===== config.mk =====
export PLATFORM = sky130hd
export DESIGN_NAME = uart_tx_fifo
export DESIGN_NICKNAME = d
export VERILOG_FILES = /design/src/rtl/uart_pkg.sv /design/src/rtl/uart_tx_sync_fifo.sv /design/src/rtl/uart_tx_fifo.sv
export SDC_FILE = /design/constraint.sdc
export NUM_CORES = 1
export LEC_CHECK = 0
export ABC_AREA = 1
export CELL_PAD_IN_SITES_DETAIL_PLACEMENT = 0
export CELL_PAD_IN_SITES_GLOBAL_PLACEMENT = 1
export CORE_MARGIN = 10
export CORE_UTILIZATION = 50
export CTS_CLUSTER_DIAMETER = 80
export DETAILED_ROUTE_END_ITERATION = 16
export DONT_BUFFER_PORTS = 1
export GPL_ROUTABILITY_DRIVEN = 0
export PLACE_DENSITY = 0.89
export SKIP_LAST_GASP = 1
export SYNTH_ARGS = -nofsm -noshare
export SYNTH_HDL_FRONTEND = slang
export SYNTH_HIERARCHICAL = 1
export SYNTH_SLANG_ARGS = --single-unit

===== constraint.sdc =====
create_clock -name clk_in -period 2.9 [get_ports clk_in]
set_input_delay 0.58 -clock clk_in [delete_from_list [all_inputs] [get_ports clk_in]]
set_output_delay 0.58 -clock clk_in [all_outputs]
set_load 0.03 [all_outputs]

===== src/rtl/uart_pkg.sv =====
// Shared UART definitions: FSM state encodings and data/baud constants,
// used by both the transmit and receive paths.
package uart_pkg;

    localparam int unsigned UART_DATA_W       = 8;
    localparam int unsigned UART_BPS_9600_12M = 1250;

    typedef enum logic [2:0] {
        ST_IDLE   = 3'd0,
        ST_START  = 3'd1,
        ST_DATA   = 3'd2,
        ST_PARITY = 3'd3,
        ST_STOP   = 3'd4
    } uart_state_e;

endpackage


===== src/rtl/uart_tx_sync_fifo.sv =====
// Single-clock FIFO with first-word-fall-through read; count tracks occupancy so
// full and empty are unambiguous. Writes while full are ignored.
module uart_tx_sync_fifo #(
    parameter int unsigned DEPTH = 16,
    parameter int unsigned WIDTH = 8,
    localparam int unsigned PTR_W = $clog2(DEPTH),
    localparam int unsigned CNT_W = $clog2(DEPTH) + 1
) (
    input  logic             clk,
    input  logic             rst_n,
    input  logic             wr_en,
    input  logic [WIDTH-1:0] wr_data,
    input  logic             rd_en,
    output logic [WIDTH-1:0] rd_data,
    output logic [CNT_W-1:0] count,
    output logic             full,
    output logic             empty
);

    logic [WIDTH-1:0] mem [DEPTH];
    logic [PTR_W-1:0] wr_ptr;
    logic [PTR_W-1:0] rd_ptr;
    logic             wr_ok;
    logic             rd_ok;

    assign full    = (count == CNT_W'(DEPTH));
    assign empty   = (count == '0);
    assign wr_ok   = wr_en && !full;
    assign rd_ok   = rd_en && !empty;
    assign rd_data = mem[rd_ptr];

    always_ff @(posedge clk) begin
        if (wr_ok) begin
            mem[wr_ptr] <= wr_data;
        end
    end

    // Pointers wrap naturally since DEPTH is a power of two.
    always_ff @(posedge clk or negedge rst_n) begin
        if (!rst_n) begin
            wr_ptr <= '0;
            rd_ptr <= '0;
            count  <= '0;
        end else begin
            if (wr_ok) begin
                wr_ptr <= wr_ptr + PTR_W'(1);
            end
            if (rd_ok) begin
                rd_ptr <= rd_ptr + PTR_W'(1);
            end
            if (wr_ok && !rd_ok) begin
                count <= count + CNT_W'(1);
            end else if (rd_ok && !wr_ok) begin
                count <= count - CNT_W'(1);
            end
        end
    end

endmodule


===== src/rtl/uart_tx_fifo.sv =====
// FIFO-buffered UART transmitter, 8N1 LSB first with internal baud timing.
// Define UART_TX_PARITY_EN to insert an even-parity bit (8E1).
module uart_tx_fifo
    import uart_pkg::*;
#(
    parameter int unsigned BPS_PARA   = UART_BPS_9600_12M,
    parameter int unsigned FIFO_DEPTH = 16,
    localparam int unsigned LVL_W     = $clog2(FIFO_DEPTH) + 1
) (
    input  logic                   clk_in,
    input  logic                   rst_n_in,
    input  logic                   tx_data_valid,
    input  logic [UART_DATA_W-1:0] tx_data_in,
    output logic                   tx_ready,
    output logic                   tx_busy,
    output logic [LVL_W-1:0]       fifo_level,
    output logic                   rs232_tx
);

    localparam int unsigned BAUD_W = $clog2(BPS_PARA);

    uart_state_e            state;
    uart_state_e            state_next;
    logic [BAUD_W-1:0]      baud_cnt;
    logic                   bit_end;
    logic [2:0]             bit_cnt;
    logic [UART_DATA_W-1:0] shift;
    logic                   tx_r;
    logic                   tx_next;
    logic                   pop;
    logic                   shift_en;
    logic [UART_DATA_W-1:0] rd_data;
    logic [LVL_W-1:0]       fifo_count;
    logic                   fifo_full;
    logic                   fifo_empty;
`ifdef UART_TX_PARITY_EN
    logic                   parity_r;
`endif

    uart_tx_sync_fifo #(
        .DEPTH (FIFO_DEPTH),
        .WIDTH (UART_DATA_W)
    ) u_fifo (
        .clk     (clk_in),
        .rst_n   (rst_n_in),
        .wr_en   (tx_data_valid),
        .wr_data (tx_data_in),
        .rd_en   (pop),
        .rd_data (rd_data),
        .count   (fifo_count),
        .full    (fifo_full),
        .empty   (fifo_empty)
    );

    assign tx_ready   = !fifo_full;
    assign fifo_level = fifo_count;
    assign tx_busy    = (state != ST_IDLE) || !fifo_empty;
    assign rs232_tx   = tx_r;
    assign bit_end    = (state != ST_IDLE) && (baud_cnt == BAUD_W'(BPS_PARA - 1));

    always_ff @(posedge clk_in or negedge rst_n_in) begin
        if (!rst_n_in) begin
            state <= ST_IDLE;
        end else begin
            state <= state_next;
        end
    end

    // Wrapping on bit_end also clears the count on every entry to START.
    always_ff @(posedge clk_in or negedge rst_n_in) begin
        if (!rst_n_in) begin
            baud_cnt <= '0;
        end else if (state == ST_IDLE || bit_end) begin
            baud_cnt <= '0;
        end else begin
            baud_cnt <= baud_cnt + BAUD_W'(1);
        end
    end

    // Line register lags the state by one cycle so the output is glitch-free.
    always_ff @(posedge clk_in or negedge rst_n_in) begin
        if (!rst_n_in) begin
            shift   <= '0;
            bit_cnt <= '0;
            tx_r    <= 1'b1;
`ifdef UART_TX_PARITY_EN
            parity_r <= 1'b0;
`endif
        end else begin
            tx_r <= tx_next;
            if (pop) begin
                shift   <= rd_data;
                bit_cnt <= '0;
`ifdef UART_TX_PARITY_EN
                parity_r <= ^rd_data;
`endif
            end else if (shift_en) begin
                shift   <= shift >> 1;
                bit_cnt <= bit_cnt + 3'd1;
            end
        end
    end

    always_comb begin
        state_next = state;
        pop        = 1'b0;
        shift_en   = 1'b0;
        tx_next    = 1'b1;
        case (state)
            ST_IDLE: begin
                if (!fifo_empty) begin
                    pop        = 1'b1;
                    state_next = ST_START;
                end
            end
            ST_START: begin
                tx_next = 1'b0;
                if (bit_end) begin
                    state_next = ST_DATA;
                end
            end
            ST_DATA: begin
                tx_next = shift[0];
                if (bit_end) begin
                    shift_en = 1'b1;
                    if (bit_cnt == 3'(UART_DATA_W - 1)) begin
`ifdef UART_TX_PARITY_EN
                        state_next = ST_PARITY;
`else
                        state_next = ST_STOP;
`endif
                    end
                end
            end
`ifdef UART_TX_PARITY_EN
            ST_PARITY: begin
                tx_next = parity_r;
                if (bit_end) begin
                    state_next = ST_STOP;
                end
            end
`endif
            ST_STOP: begin
                if (bit_end) begin
                    if (!fifo_empty) begin
                        pop        = 1'b1;
                        state_next = ST_START;
                    end else begin
                        state_next = ST_IDLE;
                    end
                end
            end
            default: begin
                state_next = ST_IDLE;
            end
        endcase
    end

endmodule


==> flow_metrics.env, run 1 <==
export IMPL_synthFlopType="edfxtp_1"
export IMPL_core_mm2=0.0151
export IMPL_yosysTopAreaCellShare_pct=50.1
export IMPL_grt_util_all_layers_pct=16.1
export IMPL_syn_area_mm2=0.00767
export IMPL_drt_iter0_markers=478
export IMPL_cp_top_family="simple AND/OR/NAND/NOR gates"
export IMPL_max_freq_mhz=376
export IMPL_drtAntennaViolNets=0
export IMPL_relSlewSlack_pct=45.5
export IMPL_post_cts_setup_buffers=0
export IMPL_antenna_found_initial=0
export IMPL_fin_crit_ps=2660
export IMPL_fp_dieH_um=144
export IMPL_path_clk_slew_ps=60
export IMPL_pre_cts_ws_ps=305
export IMPL_path_max_fanout=8
export IMPL_rsz0062_at_grt="no"
export IMPL_holdCritPathClass="in2reg"
export IMPL_ctsLongestPathBuffers=2
export IMPL_rows=45
export IMPL_fin_nets=842
export IMPL_tns_ps=0
export IMPL_synth_fa_ha_area_share_pct=2.38
export IMPL_synthTopCellsByArea="edfxtp_1 50%, nand2_1 14%, dfrtp_1 12%, nand3_1 5.0%, nor2_1 4.2%"
export IMPL_worst_path_most_repeated_cell="nand2_1"
export IMPL_drive_above_1_share_pct=9.04
export IMPL_synth_compound_area_share_pct=1.06
export IMPL_cts_htree_levels=4
export IMPL_synthDistinctLibCells=32
export IMPL_period_share_pct=91.7
export IMPL_start_util_pct=50.8
export IMPL_ys_seq_area_share_pct=62.9
export IMPL_dp_hpwl_mm=10.5
export IMPL_clk_insertion_delay_late_ps=430
export IMPL_syn_nets=824
export IMPL_numCtsBuffers=17
export IMPL_antenna_cells=0
export IMPL_synthCells=799
export IMPL_drc=0
export IMPL_muxShareOfSynthArea_pct=0
export IMPL_root_buffer="clkbuf_16"
export IMPL_crit_path_max_incr_delay_ps=550
export IMPL_cts_sink_count=167
export IMPL_crit_path_end_kind="flip-flop"
export IMPL_max_cap_violations=0
export IMPL_num_io_pins=19
export IMPL_worstSetupPathType="reg2reg"
export IMPL_wl_per_cell_um=15.4
export IMPL_hold_viol_final=0
export IMPL_synth_top_family_by_area="simple AND/OR/NAND/NOR gates"
export IMPL_setup_viol=0
export IMPL_ys_ff_latch=167
export IMPL_drt_total_wl_mm=15.7
export IMPL_yosys_area_share_simple_pct=26.4
export IMPL_synth_commonest_cells="291 x nand2_1, 128 x edfxtp_1, 86 x nor2_1"
export IMPL_fin_skew_ps=6.07
export IMPL_vias=5166
export IMPL_cp_start_kind="flip-flop"
export IMPL_drtPass1Iterations=5
export IMPL_yosysMostFrequentCell="nand2_1"
export IMPL_areaGrowthSynthToFinish_pct=12.5
export IMPL_crit_arrival_ps=2980
export IMPL_fin_ws_ps=241
export IMPL_n_fill_cell=1230
export IMPL_yosysTopAreaCell="edfxtp_1"
export IMPL_io_buffer_count=0
export IMPL_worst_slew_pin_slew_ps=817
export IMPL_leakagePower_nw=3.81
export IMPL_grt_pass1_wl_mm=25.4
export IMPL_worstPathRequired_ps=3220
export IMPL_die_w_um=144
export IMPL_critPathSlowestCell="dfrtp_1"
export IMPL_ir_worst_vdd_v=0.000584
export IMPL_syn_avg_cell_area_um2=9.60
export IMPL_synthXorXnorAreaFrac_pct=1.03
export IMPL_drv_slew=0
export IMPL_cts_tree="done"
export IMPL_synth_edf_count=128
export IMPL_cp_buffers_inverters=4
export IMPL_synthArstFlopShare_pct=23.4
export IMPL_grt_max_degree=82
export IMPL_power_density_mw_per_mm2=727
export IMPL_die_area_mm2=0.0207
export IMPL_yosys_warnings=6
export IMPL_via_per_inst=5.07
export IMPL_path_cells="inv_1 > nand4_1 > inv_1 > nor2_8 > nand2_4 > inv_1 > nand2_1 > ha_1 > inv_1 > ha_1 > nand2_1 > nand3_1 > nand3_1 > nand2_1 > nand2_1 > nand2_1"
export IMPL_grt_pass1_vias=4918
export IMPL_status="complete, no violations"
export IMPL_grt_ovfl_total=0
export IMPL_post_cts_resized=0
cell usage in the layout, fill, tap and decap left out, drive strengths merged, types with 6 or more instances in the layout:
| master | netlist | routed |
|---|---|---|
| nand3 | 78 | 78 |
| edfxtp | 128 | 128 |
| bufinv | 0 | 6 |
| ha | 13 | 13 |
| o21ai | 11 | 11 |
| nor2 | 93 | 93 |
| inv | 90 | 94 |
| nand2 | 293 | 293 |
| dfrtp | 38 | 38 |
| buf | 20 | 22 |
| clkbuf | 4 | 18 |
logic make-up (layout without fill, tap and decap cells):
kind of cell / after synthesis / after routing
flops: 167 / 167
xor+xnor: 9 / 9
simple gates: 480 / 480
fa+ha+maj: 14 / 14
buf+inv: 114 / 145
compound gates: 15 / 15
state kept, by name, summed over array words and instances (netlist names):
name           flops
u_fifo/rd_ptr      4
u_fifo/count       5
state              3
rs232_tx           1
u_fifo/mem       128
baud_cnt          11
bit_cnt            3
shift              8
u_fifo/wr_ptr      4
path summary, 6_finish.rpt:
kind / cells after the start / start / slack [ps] / endpoint
min in group asynchronous: 2 / rst_n_in / 610 / baud_cnt[8]$_DFF_PN0_
worst max register to register: 16 / u_fifo/count[3]$_DFFE_PN0P_ / 240 / u_fifo/count[4]$_DFFE_PN0P_
max in group asynchronous: 2 / rst_n_in / 2040 / rs232_tx$_DFF_PN1_
worst max-delay path: 16 / u_fifo/count[3]$_DFFE_PN0P_ / 240 / u_fifo/count[4]$_DFFE_PN0P_
worst min register to register: 1 / baud_cnt[0]$_DFF_PN0_ / 500 / baud_cnt[0]$_DFF_PN0_
worst min-delay path: 0 / tx_data_in[6] / 240 / u_fifo/mem[2][6]$_DFFE_PP_
per-layer routing:
layer	vias to the layer above	global-route usage, %	routed length [um]
met3	32	3.00	916
met2	148	25.9	7580
met5	-	0	0
met1	2380	20.7	6860
met4	0	7.15	350
li1	2606	-	-
power by group:
| group | switching [mW] | internal (mW) | leakage [nW] | total (mW) |
|---|---|---|---|---|
| sequential | 0.0998 | 2.81 | 1.64 | 2.91 |
| clock | 0.916 | 1.63 | 0.328 | 2.54 |
| combinational | 0.562 | 0.256 | 1.84 | 0.818 |
| total | 1.58 | 4.69 | 3.81 | 6.27 |
area by class of cell:
cell class                 count  area (um^2)  share of cell area, %
clock buffer                  18          429                   4.98
inverter                      90          338                   3.92
timing repair buffer          23          188                   2.18
clock inverter                14          245                   2.84
tap                          188          235                   2.73
sequential                   167         4820                   55.9
multi-input combinational    518         2370                   27.4
metrics by stage:
step	std cells	cell area, um^2	utilization [%]	hold slack (ps)	power [mW]
after global routing	1018	8620	57.2	229	6.50
after floorplan	799	7670	-	284	3.48
after CTS	1018	8620	57.2	234	6.30
final	1018	8620	57.2	245	6.27
after global placement	984	7920	52.5	286	3.71
after detailed placement	984	7920	52.5	286	3.76
repair_timing:
item	CTS	global route
hold buffers	2	0
endpoints found under the hold margin	39	0
setup endpoints to repair	0	0
(Power assumes the default switching activity.)
==> inputs of run 2 (changes only) <==
--- a/config.mk
+++ b/config.mk
@@ -15,6 +15,7 @@
 export DONT_BUFFER_PORTS = 1
 export GPL_ROUTABILITY_DRIVEN = 0
 export PLACE_DENSITY = 0.89
+export RECOVER_POWER = 100
 export SKIP_LAST_GASP = 1
 export SYNTH_ARGS = -nofsm -noshare
 export SYNTH_HDL_FRONTEND = slang
==> constraint.sdc (replaced) <==
create_clock -name clk_in -period 2.9 [get_ports clk_in]
set_input_delay 0.58 -clock clk_in [delete_from_list [all_inputs] [get_ports clk_in]]
set_output_delay 0.58 -clock clk_in [all_outputs]
set_load 0.005 [all_outputs]
==> run 2 against run 1 <==
Against the previous run: routed wire length is 1.0% higher; clock power is 12% lower; critical endpoint unchanged; core utilization is 1.2 points lower; the flow now finishes with violations (max-capacitance violations, max-slew violations); hold slack worse by 10 ps; cell count is 0.29% lower; clock skew is 4.3 ps higher; largest power group unchanged; sequential share of layout area is 1.2 points higher; global-route usage is 0.13 points higher; total power is 7.2% lower; non-clock buffer count is 3 lower; flip-flop and latch count stayed put; combinational power is 20% lower.
==> flow_metrics.env, run 2 (same netlist as run 1, synthesis figures left out) <==
export IMPL_final_cell_area_mm2=0.00845
export IMPL_dp_cells=978
export IMPL_multi_input_area_mm2=0.00236
export IMPL_fin_nets=839
export IMPL_failed_checks="max-capacitance violations, max-slew violations"
export IMPL_num_io_pins=19
export IMPL_path_max_fanout=8
export IMPL_reg_largest_list="u_fifo/mem: 128 flops, baud_cnt: 11 flops, shift: 8 flops"
export IMPL_status="finished, violations left"
export IMPL_start_util_pct=50.8
export IMPL_dp_hpwl_mm=10.2
export IMPL_drt_iter0_markers=487
export IMPL_io_buffer_count=0
export IMPL_clk_insertion_delay_late_ps=440
export IMPL_areaGrowthSynthToFinish_pct=10.2
export IMPL_power_density_mw_per_mm2=689
export IMPL_root_buffer="clkbuf_16"
export IMPL_vias=5169
export IMPL_cts_tree="done"
export IMPL_max_freq_mhz=378
export IMPL_tns_ps=0
export IMPL_wl_per_cell_um=15.6
export IMPL_cts_htree_levels=4
export IMPL_fin_skew_ps=10.4
export IMPL_die_w_um=144
export IMPL_crit_arrival_ps=2980
export IMPL_ctsLongestPathBuffers=2
export IMPL_largest_register_ffs=128
export IMPL_regArea_mm2=0.00482
export IMPL_worstPathRequired_ps=3230
export IMPL_crit_path_end_kind="flip-flop"
export IMPL_die_area_mm2=0.0207
export IMPL_grt_max_degree=82
export IMPL_grt_pass1_wl_mm=25.8
export IMPL_ir_worst_vdd_v=0.000722
export IMPL_place_area_mm2=0.00788
export IMPL_drive_above_1_share_pct=6.89
export IMPL_core_mm2=0.0151
export IMPL_leakagePower_nw=3.70
export IMPL_path_clk_slew_ps=70
export IMPL_antenna_cells=0
export IMPL_fp_dieH_um=144
export IMPL_drc=0
export IMPL_fin_cells=1015
export IMPL_grt_pass1_vias=4929
export IMPL_via_per_inst=5.09
export IMPL_fin_crit_ps=2650
export IMPL_hold_viol_final=0
export IMPL_rows=45
export IMPL_worst_slew_pin_slew_ps=1720
export IMPL_setup_viol=0
export IMPL_relSlewSlack_pct=-14.6
export IMPL_antenna_found_initial=0
export IMPL_rsz0062_at_grt="no"
export IMPL_drtAntennaViolNets=0
export IMPL_period_share_pct=91.2
export IMPL_holdCritPathClass="in2reg"
export IMPL_drtPass1Iterations=5
export IMPL_cts_sink_count=167
export IMPL_grt_ovfl_total=0
export IMPL_drt_total_wl_mm=15.9
export IMPL_final_common_cell="nand2_1"
export IMPL_drv_slew=40
export IMPL_cp_start_kind="flip-flop"
export IMPL_worstSetupPathType="reg2reg"
export IMPL_grt_util_all_layers_pct=16.2
export IMPL_numCtsBuffers=17
export IMPL_regMostFlops="u_fifo/mem"
export IMPL_max_cap_violations=1
export IMPL_n_fill_cell=1274
export IMPL_holdWs_ps=234
export IMPL_final_cell_mix="291 x nand2_1, 128 x edfxtp_1, 86 x nor2_1"
[run 2: stage by stage]
step / utilization (%) / worst slack (ps) / power [mW]
after floorplan: - / 550 / 3.41
after global placement: 52.2 / 355 / 3.59
after detailed placement: 52.2 / 237 / 3.63
after CTS: 56.3 / 207 / 5.87
after global routing: 56.0 / 33.1 / 6.06
final: 56.0 / 254 / 5.82
[run 2: timing repair]
action,4_1_cts,5_1_grt
hold buffers,2,0
endpoints found under the hold margin,39,0
setup buffers,0,3
setup endpoints to repair,0,1
gates resized for setup,0,1
[run 2: path summary, 6_finish.rpt]
| kind | start | endpoint | slack (ps) | cells past startpoint |
|---|---|---|---|---|
| worst max-delay path | u_fifo/count[0]$_DFFE_PN0P_ | u_fifo/count[4]$_DFFE_PN0P_ | 250 | 16 |
| worst min-delay path | tx_data_in[3] | u_fifo/mem[11][3]$_DFFE_PP_ | 230 | 0 |
| worst max register to register | u_fifo/count[0]$_DFFE_PN0P_ | u_fifo/count[4]$_DFFE_PN0P_ | 250 | 16 |
| worst min register to register | shift[7]$_DFFE_PN0P_ | shift[7]$_DFFE_PN0P_ | 500 | 2 |
| max in group asynchronous | rst_n_in | u_fifo/rd_ptr[0]$_DFFE_PN0P_ | 510 | 2 |
| min in group asynchronous | rst_n_in | bit_cnt[2]$_DFFE_PN0P_ | 1280 | 2 |
[run 2: power by group]
part	switching, mW	internal [mW]
clock network	1.02	1.22
logic	0.456	0.198
registers	0.120	2.81
total	1.60	4.23
[run 2: metal layers]
| metal | share of wire, % | up-vias | global-route usage, % |
|---|---|---|---|
| met5 | 0 | - | 0 |
| met4 | 1.9 | 0 | 6.39 |
| met3 | 5.8 | 21 | 3.96 |
| met2 | 48 | 120 | 25.7 |
| met1 | 45 | 2432 | 21.0 |
| li1 | - | 2596 | - |
[run 2: critical path, cell delays in order, from the launching register on]
cell and delay [ps]:
dfrtp_1 460, nor2_1 180, nand4_1 140, inv_1 210, nor2_8 90, nand2_4 70, inv_1 50, nand2_1 180
ha_1 200, inv_1 100, fa_1 400, nand2_1 100, nand3_1 100, nand3_1 90, nand2_1 60, nand2_1 50
nand2_1 40
[run 2: area by class of cell]
class / instances / share of cell area (%)
Sequential cell: 167 / 57.1
Multi-Input combinational cell: 518 / 28.0
Clock buffer: 17 / 5.04
Inverter: 90 / 4.00
Tap cell: 188 / 2.78
Clock inverter: 15 / 1.88
Timing Repair Buffer: 20 / 1.26
